**config.mk**
```make
export PLATFORM = sky130hd
export DESIGN_NAME = pc_fetch_unit
export DESIGN_NICKNAME = d
export VERILOG_FILES = /design/src/rtl/pc_fetch_unit.sv
export SDC_FILE = /design/constraint.sdc
export NUM_CORES = 1
export LEC_CHECK = 0
export BUFFER_PORTS_ARGS = -buffer_cell sky130_fd_sc_hd__buf_2
export CAP_MARGIN = 5
export CORE_MARGIN = 2
export CORE_UTILIZATION = 35
export CTS_BUF_LIST = sky130_fd_sc_hd__clkbuf_16
export DETAILED_ROUTE_END_ITERATION = 12
export GPL_ROUTABILITY_DRIVEN = 0
export HOLD_SLACK_MARGIN = 0.03
export PLACE_DENSITY = 0.62
export REMOVE_ABC_BUFFERS = 1
export SETUP_SLACK_MARGIN = 0.1
export SKIP_CTS_REPAIR_TIMING = 1
export SYNTH_ARGS = -nofsm -noshare
export SYNTH_HDL_FRONTEND = slang
export SYNTH_SLANG_ARGS = --single-unit
export TNS_END_PERCENT = 5
```
**constraint.sdc**
```tcl
create_clock -name CLK -period 3.75 [get_ports CLK]
set_clock_uncertainty 0.2 [all_clocks]
set_input_delay 0.1875 -clock CLK [delete_from_list [all_inputs] [get_ports CLK]]
set_output_delay 0.1875 -clock CLK [all_outputs]
set_load 0.1 [all_outputs]
```
**src/rtl/pc_fetch_unit.sv**
```systemverilog
// pc_fetch_unit: program counter and fetch sequencer for the MIPS core.
// Steps BOOT -> FETCH -> EXEC, selects the next PC, counts retirements.
//
// Ports:
//   CLK, RST        clock (rising edge), synchronous active-high reset
//   IMemReady       instruction word at PC returned this cycle
//   Stall, Halt     hold instruction in execute / instruction is a halt
//   Branch, Jump,   redirect requests, sampled only in EXEC when not
//   JumpReg           stalled (priority JumpReg > Jump > Branch)
//   Simm            sign-extended immediate for branch offsets
//   JIndex          26-bit jump index field
//   RegTarget       register value for JR/JALR
//   PC, PCPlus4     current PC and combinational PC+4
//   FetchReq        fetch request to instruction memory
//   InstrValid      instruction in execute is valid
//   Halted          core halted (left only through RST)
//   AlignErr        sticky misaligned JR target flag
//   RetireCount     retired-instruction counter (wraps)
//
// Build option: define PC_ALIGN_CHECK_EN to trap misaligned JR targets
// (AlignErr + halt). Without it the JR target's low two bits are cleared
// and AlignErr is tied 0.

module pc_fetch_unit #(
    parameter int              WL       = 32,
    parameter logic [WL-1:0]   RESET_PC = '0
) (
    input  logic          CLK,
    input  logic          RST,
    input  logic          IMemReady,
    input  logic          Stall,
    input  logic          Halt,
    input  logic          Branch,
    input  logic          Jump,
    input  logic          JumpReg,
    input  logic [WL-1:0] Simm,
    input  logic [25:0]   JIndex,
    input  logic [WL-1:0] RegTarget,
    output logic [WL-1:0] PC,
    output logic [WL-1:0] PCPlus4,
    output logic          FetchReq,
    output logic          InstrValid,
    output logic          Halted,
    output logic          AlignErr,
    output logic [31:0]   RetireCount
);

    typedef enum logic [1:0] {
        S_BOOT  = 2'd0,
        S_FETCH = 2'd1,
        S_EXEC  = 2'd2,
        S_HALT  = 2'd3
    } state_t;

    state_t        state_q, state_d;
    logic [WL-1:0] pc_q, pc_d;
    logic [31:0]   rc_q, rc_d;
    logic          aerr_d;
    logic          aerr_q;

    logic [WL-1:0] pc_plus4;
    logic [WL-1:0] br_target;
    logic [WL-1:0] j_target;
    logic [WL-1:0] jr_target;
    logic [WL-1:0] next_pc;
    logic          jr_misaligned;

    assign pc_plus4  = pc_q + WL'(4);
    assign br_target = pc_plus4 + (Simm << 2);
    assign j_target  = {pc_plus4[WL-1:28], JIndex, 2'b00};

`ifdef PC_ALIGN_CHECK_EN
    assign jr_target     = RegTarget;
    assign jr_misaligned = JumpReg && (RegTarget[1:0] != 2'b00);
`else
    // Low bits silently dropped; a word-aligned target is always formed.
    assign jr_target     = RegTarget & {{(WL-2){1'b1}}, 2'b00};
    assign jr_misaligned = 1'b0;
`endif

    always_comb begin
        if (JumpReg)
            next_pc = jr_target;
        else if (Jump)
            next_pc = j_target;
        else if (Branch)
            next_pc = br_target;
        else
            next_pc = pc_plus4;
    end

    always_comb begin
        state_d = state_q;
        pc_d    = pc_q;
        rc_d    = rc_q;
        aerr_d  = aerr_q;
        unique case (state_q)
            S_BOOT: begin
                state_d = S_FETCH;
            end
            S_FETCH: begin
                if (IMemReady)
                    state_d = S_EXEC;
            end
            S_EXEC: begin
                // Stall freezes everything, including pending redirects.
                if (!Stall) begin
                    if (Halt) begin
                        rc_d    = rc_q + 32'd1;
                        state_d = S_HALT;
                    end else if (jr_misaligned) begin
                        // Trap: faulting JR neither retires nor moves PC.
                        aerr_d  = 1'b1;
                        state_d = S_HALT;
                    end else begin
                        pc_d    = next_pc;
                        rc_d    = rc_q + 32'd1;
                        state_d = S_FETCH;
                    end
                end
            end
            S_HALT: begin
                state_d = S_HALT;
            end
            default: begin
                state_d = S_BOOT;
            end
        endcase
    end

    always_ff @(posedge CLK) begin
        if (RST) begin
            state_q <= S_BOOT;
            pc_q    <= RESET_PC;
            rc_q    <= '0;
            aerr_q  <= 1'b0;
        end else begin
            state_q <= state_d;
            pc_q    <= pc_d;
            rc_q    <= rc_d;
            aerr_q  <= aerr_d;
        end
    end

    assign PC          = pc_q;
    assign PCPlus4     = pc_plus4;
    assign FetchReq    = (state_q == S_FETCH);
    assign InstrValid  = (state_q == S_EXEC);
    assign Halted      = (state_q == S_HALT);
    assign AlignErr    = aerr_q;
    assign RetireCount = rc_q;

endmodule

```
* After elaboration in Yosys (flattened, before gate mapping) *
Cells that the tools add are included.

word-level totals
  flip-flop bits (word level) = 66
  input port bits = 98
  word-level logic and storage cells = 24

cells by class
  add/sub/neg operators = 3
  eq/ne operators = 5
  multiplexer cells = 7
  bitwise gates (word level) = 2
  reduce and logical (&&, ||, !) cells = 4

operator list
  cell                                           number
  two-way mux 32 bit                             3
  adder 32 x 1 -> 32 bit, second input constant  1
  adder 32 x 3 -> 32 bit, second input constant  1
  adder 32 bit                                   1
  case mux 2 bit (4 select lines)                1
  two-way mux 2 bit                              3
  == test 2 bit, second input constant           2
  inequality test 2 bit, second input constant   2
  AND reduction 2 bit                            2
  AND reduction 3 bit                            1
  == test 2 x 1 -> 1 bit, second input constant  1
  logical NOT 2 bit                              1
  inverter 1 bit                                 2

* Longest topological paths before layout *
  depth in word-level cells = 5
  depth in mapped cells = 16
  depth with buffers taken out = 15

* Least setup slack after synthesis *
OpenSTA, ideal clock, no wires.

  kind = reg2reg
  from = register pc_q[8], in the netlist PC[8]
  to = register pc_q[30], in the netlist PC[30]
  setup time = 0.133 ns
  arrival time = 5.990 ns
  data required time = 3.417 ns
  slack = -2.573 ns
  cell stages (with the launch flop) = 16
  clock period less this slack = 6.323 ns
  cells stage by stage = dfxtp_1 > nand2_1 > nor4_1 > nand3_1 > xnor2_1 > ha_1 > buf_2 > nand2_1 > o21bai_1 > a2111oi_2 > nand3_1 > a31oi_2 > o311ai_1 > mux2_2 > a2111oi_2 > o22ai_1

between the ends
  longest elaborated chain between the ends = 5

ends and longest elaborated chain
  what                    line  text
  from (decl)             56    logic [WL-1:0] pc_q, pc_d;
  from (signal assigned)  139   pc_q <= pc_d;
  adder 32 x 3 -> 32 bit  68    assign pc_plus4 = pc_q + WL'(4);
  named net PCPlus4[16]   40    output logic [WL-1:0] PCPlus4,
  adder 32 bit            69    assign br_target = pc_plus4 + (Simm << 2);
  two-way mux 32 bit      86    else if (Branch)
  two-way mux 32 bit      84    else if (Jump)
  two-way mux 32 bit      82    if (JumpReg)

The timed path passes the listed nets, and every way through them passes these cells.
A chain may end at the register's enable or synchronous reset.

* Final worst setup path *
  from = register pc_q[10], in the netlist PC[10]
  to = register pc_q[30], in the netlist PC[30]

between the ends
  longest elaborated chain between the ends = 5

ends and longest elaborated chain
  what                      line
  adder 32 x 3 -> 32 bit *  68
  adder 32 bit              69
  two-way mux 32 bit        86
  two-way mux 32 bit *      84
  two-way mux 32 bit *      82

Every way passes the cells marked *; elsewhere a longest branch is shown, timed or not.

==> impl_metrics.tcl <==
set metrics [dict create \
    status "finished, violations left" \
    violations "negative hold slack" \
    pre_cts_ws_ns -0.167 \
    fin_crit_ns 3.74 \
    path_clk_slew_ns 0.07 \
    max_freq_ghz 0.267 \
    yosysWarnings 0 \
    crit_required_ns 3.77 \
    grt_pass1_wl_um 31200 \
    grt-ovfl-total 0 \
    drt_pre_antenna_iters 5 \
    start_util_pct 36.0 \
    netlist_area_mm2 0.00552 \
    track_usage_pct 23.7 \
    period_share_pct 99.9 \
    cts_buffers 9 \
    hold_class "primary input to register" \
    final_common_cell "buf_2" \
    end_kind "register" \
    ir_worst_vdd_mv 0.222 \
    fill_cells 1475 \
    drt_wl_total_um 21000 \
    dieHeight_um 130 \
    ant_nets 0 \
    synth_top_cell_area_share_pct 23.2 \
    finalNetCount 1141 \
    avgSynthCellArea_um2 7.59 \
    cts_max_level 3 \
    synth.area.top_cells "dfxtp_1, ha_1, xor2_1" \
    rsz0062_at_grt "yes" \
    chipWidth_um 130 \
    relSlewSlack_pct 62.3 \
    maxCapViolCount 0 \
    leakage_nw 3.83 \
    io_pins 198 \
    grt_max_degree 49 \
    start_kind "register" \
    hpwl_um 15300 \
    place_area_mm2 0.00722 \
    layout_common_cells "buf_2, buf_4, nor2_1, nand2_1, dfxtp_1" \
    dpl.cell_count 1179 \
    cts_root_buffer "clkbuf_16" \
    hold_viol_final 1 \
    ys_seq_area_share_pct 23.2 \
    critical_path_class "register to register" \
    syn_to_final_growth_pct 48.2 \
    ys_types 70 \
    drc 0 \
    core_area_mm2 0.0153 \
    synth_seq_cells 64 \
    netlist_instances 727 \
    grt_antenna_before_repair 1 \
    cts_tree "built" \
    cp_max_fo 5 \
    wl_per_cell_um 17.2 \
    drive_gt1_share_pct 37.5 \
    vias_per_cell 5.42 \
    postLayoutSetupSlackWorst_ns 0.00503 \
    setup_viol 0 \
    fin_area_mm2 0.00817 \
    initialDrtViolationCount 408 \
    clk_path_buf_depth 2 \
    multi_input_area_mm2 0.00444 \
    clkSinkCount 64 \
    io_buffers 188 \
    seq_area_mm2 0.00129 \
    cp.arrival_ns 3.76 \
    p_total_mw 2.13 \
    die_area_mm2 0.0168 \
    vias 6615 \
    grt_pass1_vias 6023 \
    tightestPinTransition_ns 0.565 \
    p_per_area_mw_per_mm2 261 \
    synth_enable_flop_cells 0 \
    rows 45 \
    slew_viol_final 0 \
    synth_largest_area_cell "dfxtp_1" \
    synth_ff_type "dfxtp_1" \
    clk_latency_ns 0.35 \
    async_flop_share_pct 0 \
    instances_no_fill 1221 \
    hold_ws_ns -0.0181 \
]
-- cells in the mapped netlist, types with 11 or more instances --
| cell | count |
|---|---|
| nor3_1 | 21 |
| o21ai_0 | 33 |
| a211oi_1 | 20 |
| xnor2_1 | 37 |
| nand2_1 | 72 |
| o22ai_1 | 15 |
| dfxtp_1 | 64 |
| nand4_1 | 21 |
| xor2_1 | 39 |
| nor2b_1 | 11 |
| and3_1 | 16 |
| a21oi_1 | 57 |
| nand3_1 | 29 |
| a21o_1 | 13 |
| clkbuf_1 | 27 |
| ha_1 | 38 |
| nor2_1 | 85 |
-- worst paths after layout --
kind,to,slack (ns),cells after the start,startpoint
setup / recovery,PC[30]$_SDFFE_PP0P_,0.005,13,PC[10]$_SDFFE_PP0P_
setup reg to reg,PC[30]$_SDFFE_PP0P_,0.005,13,PC[10]$_SDFFE_PP0P_
hold reg to reg,RetireCount[31]$_SDFFE_PP0P_,0.30,2,RetireCount[31]$_SDFFE_PP0P_
hold / removal,PC[4]$_SDFFE_PP0P_,-0.02,3,RegTarget[4]
-- layout make-up --
class                   instances  area share [%]
diodes                          1          0.0306
clock buffers                   9            2.76
clock inverters                 7           0.980
inverters                      11           0.505
multi-input cells             619            54.3
flip-flops and latches         64            15.8
well taps                     211            3.23
repair buffers                299            22.3
-- report_power, final --
group          internal, mW  switching (mW)  leakage (nW)  total, mW
Clock                 0.522           0.374         0.143      0.896
Combinational         0.186           0.354          3.17      0.540
Sequential            0.688         0.00958         0.521      0.697
Total                  1.40           0.737          3.83       2.13
-- through the flow --
| stage | hold WS, ns | util (%) | TNS (ns) |
|---|---|---|---|
| after detailed placement | 0.219 | 47.2 | -0.248 |
| after CTS | -0.150 | 49.2 | -0.408 |
| after global placement | 0.213 | 47.2 | -0.138 |
| after floorplan | 0.0566 | - | -54.59 |
| final | -0.0181 | 53.4 | 0 |
| after global routing | 0.0406 | 53.4 | -0.366 |
-- critical path, stage by stage, from the launching register on --
cell and delay (ns):
dfxtp_2 0.36, nand4_1 0.18, nor4_4 0.43, nand4_1 0.21, xnor2_2 0.26, ha_4 0.24, buf_6 0.13, a2111oi_4 0.35
nand3_2 0.18, a31oi_4 0.31, o311ai_4 0.12, mux2_4 0.34, a2111oi_4 0.19, o22ai_1 0.10
-- layer usage --
layer / share of wire [%] / GRT usage (%) / vias up
met5: 0 / 0 / -
met4: 2.0 / 6.51 / 0
met3: 5.9 / 3.55 / 31
met2: 46 / 38.2 / 255
met1: 46 / 33.1 / 3104
li1: - / - / 3225
-- cells by family after synthesis --
kind of cell | share of synthesized area (%)
mux | 1.50
flops | 23.2
other cells | 0.0680
fa+ha+maj | 8.98
simple gates | 26.0
compound gates | 24.2
buf+inv | 3.68
xor+xnor | 12.4
-- sequential cells by signal, summed over array words and instances, names as in the netlist --
register     count
PC              30
RetireCount     32
state_q          2
Note: power is estimated with default switching activity, not from simulation.
